===== src/rtl/divider_sequencer.sv =====
// divider_sequencer
//   Programmable clock-enable sequencer. Divides CLK into a one-cycle TICK
//   at every half-period boundary and a square-wave CLK_OUT, with start/stop
//   control, optional burst length and a valid/ready configuration port.
//
// Ports:
//   CLK        system clock, all logic on the rising edge
//   RST        asynchronous active-high reset
//   CFG_VALID  configuration offer
//   CFG_READY  configuration can be accepted (low while a pending config waits)
//   CFG_DIV    half-period length in CLK cycles (values below 2 stored as 2)
//   CFG_BURST  half-periods per run, 0 = free-run
//   START      level-sampled start request (ignored while running)
//   STOP       level-sampled stop request (wins over START)
//   TICK       one-cycle pulse at each half-period boundary
//   CLK_OUT    divided square wave
//   BUSY       high while running
//   DONE       one-cycle pulse when a burst completes
//   TICK_COUNT free-running count of TICK pulses, present only when the
//              macro DIVSEQ_TICK_COUNT_EN is defined
module divider_sequencer #(
    parameter int CNT_W       = 16,
    parameter int DEFAULT_DIV = 25000,
    parameter int BURST_W     = 8
) (
    input  logic               CLK,
    input  logic               RST,
    input  logic               CFG_VALID,
    output logic               CFG_READY,
    input  logic [CNT_W-1:0]   CFG_DIV,
    input  logic [BURST_W-1:0] CFG_BURST,
    input  logic               START,
    input  logic               STOP,
    output logic               TICK,
    output logic               CLK_OUT,
    output logic               BUSY,
    output logic               DONE
`ifdef DIVSEQ_TICK_COUNT_EN
    ,
    output logic [15:0]        TICK_COUNT
`endif
);

    typedef enum logic {
        IDLE = 1'b0,
        RUN  = 1'b1
    } state_t;

    localparam logic [CNT_W-1:0] DEFAULT_DIV_C = CNT_W'(DEFAULT_DIV);

    state_t             state_reg;
    logic [CNT_W-1:0]   cnt_reg;
    logic [CNT_W-1:0]   div_reg;
    logic [CNT_W-1:0]   pend_div_reg;
    logic [BURST_W-1:0] burst_cnt_reg;
    logic [BURST_W-1:0] burst_reg;
    logic [BURST_W-1:0] pend_burst_reg;
    logic               tick_reg;
    logic               clk_out_reg;
    logic               done_reg;
    // ready_reg low <=> a pending configuration is waiting for a boundary
    logic               ready_reg;
`ifdef DIVSEQ_TICK_COUNT_EN
    logic [15:0]        tick_count_reg;
`endif

    logic               xfer;
    logic [CNT_W-1:0]   cfg_div_clamped;
    logic               at_boundary;
    logic [BURST_W-1:0] burst_cnt_inc;
    logic               burst_done;

    assign xfer            = CFG_VALID & ready_reg;
    assign cfg_div_clamped = (CFG_DIV < CNT_W'(2)) ? CNT_W'(2) : CFG_DIV;
    assign at_boundary     = (cnt_reg == div_reg - CNT_W'(1));
    assign burst_cnt_inc   = burst_cnt_reg + BURST_W'(1);
    // Completion is judged against the burst length in force before any
    // pending config is applied on the same edge.
    assign burst_done      = (burst_reg != '0) && (burst_cnt_inc == burst_reg);

    always_ff @(posedge CLK or posedge RST) begin
        if (RST) begin
            state_reg      <= IDLE;
            cnt_reg        <= '0;
            div_reg        <= DEFAULT_DIV_C;
            pend_div_reg   <= DEFAULT_DIV_C;
            burst_cnt_reg  <= '0;
            burst_reg      <= '0;
            pend_burst_reg <= '0;
            tick_reg       <= 1'b0;
            clk_out_reg    <= 1'b0;
            done_reg       <= 1'b0;
            ready_reg      <= 1'b1;
`ifdef DIVSEQ_TICK_COUNT_EN
            tick_count_reg <= '0;
`endif
        end else begin
            tick_reg <= 1'b0;
            done_reg <= 1'b0;
            if (state_reg == IDLE) begin
                cnt_reg     <= '0;
                clk_out_reg <= 1'b0;
                if (xfer) begin
                    div_reg   <= cfg_div_clamped;
                    burst_reg <= CFG_BURST;
                end
                if (START && !STOP) begin
                    state_reg     <= RUN;
                    burst_cnt_reg <= '0;
                end
            end else if (STOP) begin
                // Leaving RUN: there is no further boundary to apply a
                // pending config at, so any outstanding config is applied
                // now rather than leaving CFG_READY stuck low in IDLE.
                state_reg   <= IDLE;
                cnt_reg     <= '0;
                clk_out_reg <= 1'b0;
                ready_reg   <= 1'b1;
                if (xfer) begin
                    div_reg   <= cfg_div_clamped;
                    burst_reg <= CFG_BURST;
                end else if (!ready_reg) begin
                    div_reg   <= pend_div_reg;
                    burst_reg <= pend_burst_reg;
                end
            end else if (at_boundary) begin
                cnt_reg     <= '0;
                tick_reg    <= 1'b1;
                clk_out_reg <= ~clk_out_reg;
`ifdef DIVSEQ_TICK_COUNT_EN
                tick_count_reg <= tick_count_reg + 16'd1;
`endif
                if (!ready_reg) begin
                    div_reg       <= pend_div_reg;
                    burst_reg     <= pend_burst_reg;
                    burst_cnt_reg <= '0;
                    ready_reg     <= 1'b1;
                end else begin
                    burst_cnt_reg <= burst_cnt_inc;
                    if (xfer) begin
                        if (burst_done) begin
                            // Run ends on this edge: apply directly.
                            div_reg   <= cfg_div_clamped;
                            burst_reg <= CFG_BURST;
                        end else begin
                            pend_div_reg   <= cfg_div_clamped;
                            pend_burst_reg <= CFG_BURST;
                            ready_reg      <= 1'b0;
                        end
                    end
                end
                if (burst_done) begin
                    done_reg  <= 1'b1;
                    state_reg <= IDLE;
                end
            end else begin
                cnt_reg <= cnt_reg + CNT_W'(1);
                if (xfer) begin
                    pend_div_reg   <= cfg_div_clamped;
                    pend_burst_reg <= CFG_BURST;
                    ready_reg      <= 1'b0;
                end
            end
        end
    end

    assign TICK      = tick_reg;
    assign CLK_OUT   = clk_out_reg;
    assign DONE      = done_reg;
    assign CFG_READY = ready_reg;
    assign BUSY      = (state_reg == RUN);
`ifdef DIVSEQ_TICK_COUNT_EN
    assign TICK_COUNT = tick_count_reg;
`endif

endmodule

===== config.mk =====
export PLATFORM = sky130hd
export DESIGN_NAME = divider_sequencer
export DESIGN_NICKNAME = d
export VERILOG_FILES = /design/src/rtl/divider_sequencer.sv
export SDC_FILE = /design/constraint.sdc
export NUM_CORES = 1
export LEC_CHECK = 0
export ABC_AREA = 1
export CORE_MARGIN = 3
export CORE_UTILIZATION = 35
export CTS_BUF_LIST = sky130_fd_sc_hd__clkbuf_16
export CTS_CLUSTER_DIAMETER = 30
export CTS_CLUSTER_SIZE = 16
export DETAILED_ROUTE_END_ITERATION = 8
export PLACE_DENSITY = 0.63
export SLEW_MARGIN = 20
export SYNTH_ARGS = -nofsm -noshare
export SYNTH_HDL_FRONTEND = slang
export SYNTH_SLANG_ARGS = --single-unit

===== constraint.sdc =====
create_clock -name CLK -period 2.8 [get_ports CLK]
set_input_delay 0.56 -clock CLK [delete_from_list [all_inputs] [get_ports CLK]]
set_output_delay 0.56 -clock CLK [all_outputs]
set_load 0.05 [all_outputs]

# ---- After elaboration in Yosys (flattened, before gate mapping)
# Index checks and enable logic that the tools add are counted.
dict set report word_totals {
  wordCells 93
  rom_bits 0
  latchBits 0
  n_memories 0
  out_inout_bits 5
  ff_bits 77
  inputBits 29
  ramBits 0
}
dict set report classes {
  reduce_logical 11
  shifts 0
  add_sub_neg 3
  n_mux 55
  eq_ne 9
  div 0
  magnitude_cmp 1
  n_mul 0
  n_bitwise 3
}
# operator count
set op_table {}
lappend op_table {{16-bit 2-to-1 mux} 17}
lappend op_table {{8-bit 2-to-1 mux} 18}
lappend op_table {{1-bit 2-to-1 mux} 20}
lappend op_table {{16-bit by 1-bit adder with 16-bit output, second input constant} 1}
lappend op_table {{16-bit equality test} 1}
lappend op_table {{16-bit by 2-bit less-than comparator with 1-bit output, second input constant} 1}
lappend op_table {{16-bit by 1-bit subtractor with 16-bit output, second input constant} 1}
lappend op_table {{8-bit by 1-bit adder with 8-bit output, second input constant} 1}
lappend op_table {{8-bit equality test} 1}
lappend op_table {{8-bit nonzero test} 1}
lappend op_table {{2-bit != test, second input constant} 3}
lappend op_table {{5-bit AND reduction} 1}
lappend op_table {{2-bit by 1-bit != test with 1-bit output, second input constant} 2}
lappend op_table {{4-bit by 3-bit != test with 1-bit output, second input constant} 1}
lappend op_table {{4-bit AND reduction} 1}
lappend op_table {{2-bit nonzero test} 2}
lappend op_table {{3-bit by 2-bit != test with 1-bit output, second input constant} 1}
lappend op_table {{3-bit AND reduction} 1}
lappend op_table {{3-bit nonzero test} 1}
lappend op_table {{1-bit logical AND} 2}
lappend op_table {{1-bit inverter} 2}
lappend op_table {{2-bit AND reduction} 1}
lappend op_table {{1-bit bitwise AND} 1}
lappend op_table {{1-bit zero test} 1}

# ---- Logic depth before layout (Yosys ltp)
dict set report depth {
  word_depth 9
  mapped_depth 17
}

# ---- Worst setup path after synthesis
# No wires, ideal clock.
dict set report synth_timing {
  path_kind {reg2reg}
  startpoint {register div_reg[0]}
  endpoint {register div_reg[4]}
  setup_slack_ns 0.607
  path_stages_with_launch 17
  setup_time_ns 0.117
  arrival_ns 2.076
  synth_period_minus_slack_ns 2.193
  required_ns 2.683
  path_cell_list {dfrtp_1 > inv_1 > ha_1 > nand2_1 > nor2_1 > nand3_1 > nand3_1 > nand2_1 > nor2_1 > nand3_1 > nor2_4 > nor2_4 > nor2_8 > nand2_4 > buf_6 > nand2_1 > nand2_1}
}
dict set report synth_via {
  elab_chain_len 4
}
# element line
set synth_lines {}
lappend synth_lines {{start: declaration} 53} ;# logic [CNT_W-1:0] div_reg;
lappend synth_lines {{start signal: assignment} 104} ;# div_reg <= cfg_div_clamped;
lappend synth_lines {{start signal: assignment} 120} ;# div_reg <= cfg_div_clamped;
lappend synth_lines {{start signal: assignment} 123} ;# div_reg <= pend_div_reg;
lappend synth_lines {{16-bit by 1-bit subtractor with 16-bit output} 75} ;# assign at_boundary = (cnt_reg == div_reg - CNT_W'(1));
lappend synth_lines {{16-bit equality test} 75}
lappend synth_lines {{3-bit by 2-bit != test with 1-bit output (no line)} n/a}
lappend synth_lines {{4-bit AND reduction (no line)} n/a}
# Every way passes these cells.
# A chain may end at the register's enable or synchronous reset.

# ---- Worst setup path in the final report
dict set report layout_timing {
  startpoint {register div_reg[0]}
  endpoint {register burst_reg[6]}
}
dict set report layout_via {
  elab_chain_len 4
}
# element line
set layout_lines {}
lappend layout_lines {{16-bit by 1-bit subtractor with 16-bit output} 75}
lappend layout_lines {{16-bit equality test} 75}
lappend layout_lines {{3-bit by 2-bit != test with 1-bit output (no line)} n/a}
lappend layout_lines {{4-bit AND reduction (no line)} n/a}
lappend layout_lines {{end signal: assignment} 124} ;# burst_reg <= pend_burst_reg;
lappend layout_lines {{end signal: assignment} 135} ;# burst_reg <= pend_burst_reg;
lappend layout_lines {{end: declaration} 56} ;# logic [BURST_W-1:0] burst_reg;
# Every way passes these cells.

==> metrics.md <==
| Metric | Value |
|---|---|
| Run status | `completed` |
| CP bufs+invs | `2` |
| Critical Path Start Type | `flop` |
| Filler cells | `around 1400` |
| Max frequency | `just under 400 MHz` |
| Port Buffer Count | `33` |
| Combinational Power Share | `a little over a third` |
| Vias in the first global route | `roughly 4000` |
| CTS max path bufs | `2` |
| Max-cap viol count | `0` |
| GR Overflow Total | `0` |
| CP top delay family | `simple AND/OR/NAND/NOR gates` |
| CTS tree | `done` |
| Worst-path clk slew | `0.06 ns` |
| #FFs+latches synth | `77` |
| Setup TNS | `0 ns` |
| DRC | `0` |
| Post-Syn Nets | `between 700 and 800` |
| Synth cell types | `33` |
| Worst Hold Class | `in -> async` |
| Initial detailed-routing violation count | `between 200 and 300` |
| Final Critical Period | `approximately 2.5 ns` |
| Crit Path Max Fanout | `15` |
| Final setup fails | `0` |
| Area of the mapped netlist | `~4800 µm²` |
| Post-route ant nets | `0` |
| CP required | `roughly 3 ns` |
| Cts bufs inserted | `9` |
| RSZ-0062 raised after global routing | `false` |
| Detailed Place HPWL | `8180 µm` |
| Fin nets | `between 700 and 800` |
| Setup crit end kind | `flop` |
| Tcrit/Tclk final | `90.0%` |
| Psw | `between 1.5 and 2 mW` |
| Die Height | `123 µm` |
| DR vias | `4239` |
| CP max stage delay | `0.41 ns` |
| Register area share after synthesis | `approximately two fifths` |
| Total Wirelength | `between 10000 and 15000 µm` |
| Critical-path cell list | `inv_2, ha_1, nand3_2, nor2_2, nand2_1, nand3_1, nand2_1, nor2_1, nand3_1, nor2_4, nor2_4, nor2_8, buf_6, nand3_1, nand2_1` |
| Critical path class | `reg -> reg` |
| Number of diodes | `0` |
| Worst r2r src | `div_reg[0]` |
| Worst-margin pin slew | `0.508 ns` |
| Wire per inst | `roughly 13 µm` |
| Seq pwr share | `between 30% and 40%` |
| Synth-to-Final Area Change | `17.5%` |
| Clk pwr share | `between 20% and 30%` |
| Sw frac | `approximately two fifths` |
| Static Leak | `2.83 nW` |
| Largest net degree at the start of global routing | `70` |
| Drt pass-1 iters | `5` |
| Crit path launch | `div_reg[0]` |
| CP Data Arrival Time | `about 2.8 ns` |
| Routability cong. | `0.848` |
| Syn_area_per_cell | `approximately 7.2 µm²` |
| Slew margin rel. | `66.0%` |
| Clk_lat worst skew | `0.35 ns` |
| Pint | `roughly 2.6 mW` |
| Synth Warn # | `0` |
| Final Hold Viols | `0` |
| Core area | `approximately 13000 µm²` |
| CTS root buffer | `clkbuf_16` |
| Fin Hold WS | `between 0.4 and 0.5 ns` |
| Skew final | `0.0107 ns` |
| Post-Syn Instances | `between 600 and 700` |
| VDD IR max | `between 300 and 400 µV` |
| Die Area | `between 15000 and 20000 µm²` |
| Cell Pwr Density | `about 770 nW/µm²` |
| Vias per std cell | `4.78` |
| # IOs | `34` |
| Number of antenna violations at the first check in global routing | `0` |
| # rows | `between 40 and 50` |
| Max-slew violation count | `0` |
| Clock Sinks | `slightly below 80` |
| Total GRT Usage | `16.6%` |
| Die width | `~120 µm` |
| Slowest-stage cell, CP | `dfrtp_1` |
| Layout cells sized above 1 | `a little over a tenth` |
| Initial Utilization | `a little over a third` |
| First-pass GRT wire length | `around 20000 µm` |
| H-tree depth | `3` |
==> metal layers <==
| layer | up-vias | GRT usage [%] | share of wire (%) | wire [µm] |
|---|---|---|---|---|
| met5 | - | 0 | 0 | 0 |
| met4 | 0 | 6.23 | 1.6 | 183 |
| met3 | 13 | 2.29 | 3.2 | 359 |
| met2 | 85 | 24.1 | 43 | 4880 |
| met1 | 1907 | 24.9 | 52 | 5970 |
| li1 | 2234 | - | - | - |
==> cells by family (layout without fill, tap and decap cells) <==
family	count (synthesis)	in the layout	synth area share, %
simple gates	434	434	39.9
buf+inv	92	130	7.95
flops	77	77	40.4
compound gates	30	30	3.35
mux	23	23	5.09
xor+xnor	14	14	2.55
fa+ha+maj	3	3	0.780
==> power by group through the flow <==
stage	sequential, mW	combinational (mW)	clock [mW]
5_1_grt	1.77	1.83	1.15
3_5_place_dp	1.74	1.53	0
4_1_cts	1.72	1.54	1.11
6_report	1.73	1.55	1.08
3_3_place_gp	1.73	1.52	0
2_1_floorplan	1.68	1.21	0
==> worst paths after layout <==
path | to | slack, ns | cells past startpoint
worst max-delay path | burst_reg[6] | 0.28 | 15
worst min-delay path | pend_div_reg[6] | 0.43 | 2
worst max register to register | burst_reg[6] | 0.28 | 15
worst min register to register | pend_div_reg[14] | 0.46 | 2
max in group asynchronous | div_reg[14] | 1.74 | 3
min in group CLK | pend_div_reg[14] | 0.46 | 2
==> cell type report <==
type	count	area [µm²]	area share (%)
Clock inverter	7	43.8	0.774
Sequential cell	77	1940	34.3
Multi-Input combinational cell	504	2520	44.5
Tap cell	176	220	3.89
Inverter	73	275	4.87
Clock buffer	9	225	3.98
Timing Repair Buffer	41	432	7.63
==> layout by cell type (no fill, tap or decap), types with 4 or more instances in the layout <==
cell	n
buf_4	4
inv_2	4
nor2_2	8
nor2_1	58
nor4_1	4
dfstp_2	13
mux2_2	12
dfrtp_1	64
nor3_1	9
xor2_1	10
inv_1	68
o21ai_0	18
xnor2_1	4
mux2i_1	11
clkdlybuf4s50_1	33
a21oi_1	10
nand2_1	238
nor2_4	4
nand3b_1	6
nand4_1	28
nand3_1	68
clkbuf_16	9
==> what timing repair did <==
| action | in CTS | in global routing |
|---|---|---|
| endpoints found under the setup margin | 0 | 53 |
| gates resized for setup | 0 | 8 |
| hold buffers | 0 | 0 |
| setup buffers | 0 | 0 |
==> synth_stat cells, drive strengths merged <==
cell | n | share of area (%)
a21oi | 11 | 1.4
buf | 11 | 1.6
clkbuf | 8 | 0.62
clkinv | 1 | 0.078
dfrtp | 64 | 33
dfstp | 13 | 7.1
ha | 3 | 0.78
inv | 72 | 5.6
mux2 | 12 | 2.8
mux2i | 11 | 2.3
nand2 | 242 | 19
nand3 | 71 | 7.7
nand3b | 6 | 0.94
nand4 | 28 | 3.6
nor2 | 71 | 6.6
nor3 | 9 | 0.94
nor4 | 4 | 0.52
o21ai | 19 | 2.0
or2 | 3 | 0.39
xnor2 | 4 | 0.73
xor2 | 10 | 1.8
==> stage by stage <==
stage | std cells | power, mW | setup WS [ns] | cell area, µm² | utilization [%]
2_1_floorplan | 673 | 2.88 | 0.295 | 4810 | -
3_3_place_gp | 871 | 3.25 | 0.276 | 5360 | 40.1
3_5_place_dp | 871 | 3.26 | 0.247 | 5360 | 40.1
4_1_cts | 887 | 4.36 | 0.195 | 5630 | 42.1
5_1_grt | 887 | 4.75 | 0.0161 | 5660 | 42.4
6_report | 887 | 4.36 | 0.281 | 5660 | 42.4
(Power assumes the default switching activity.)
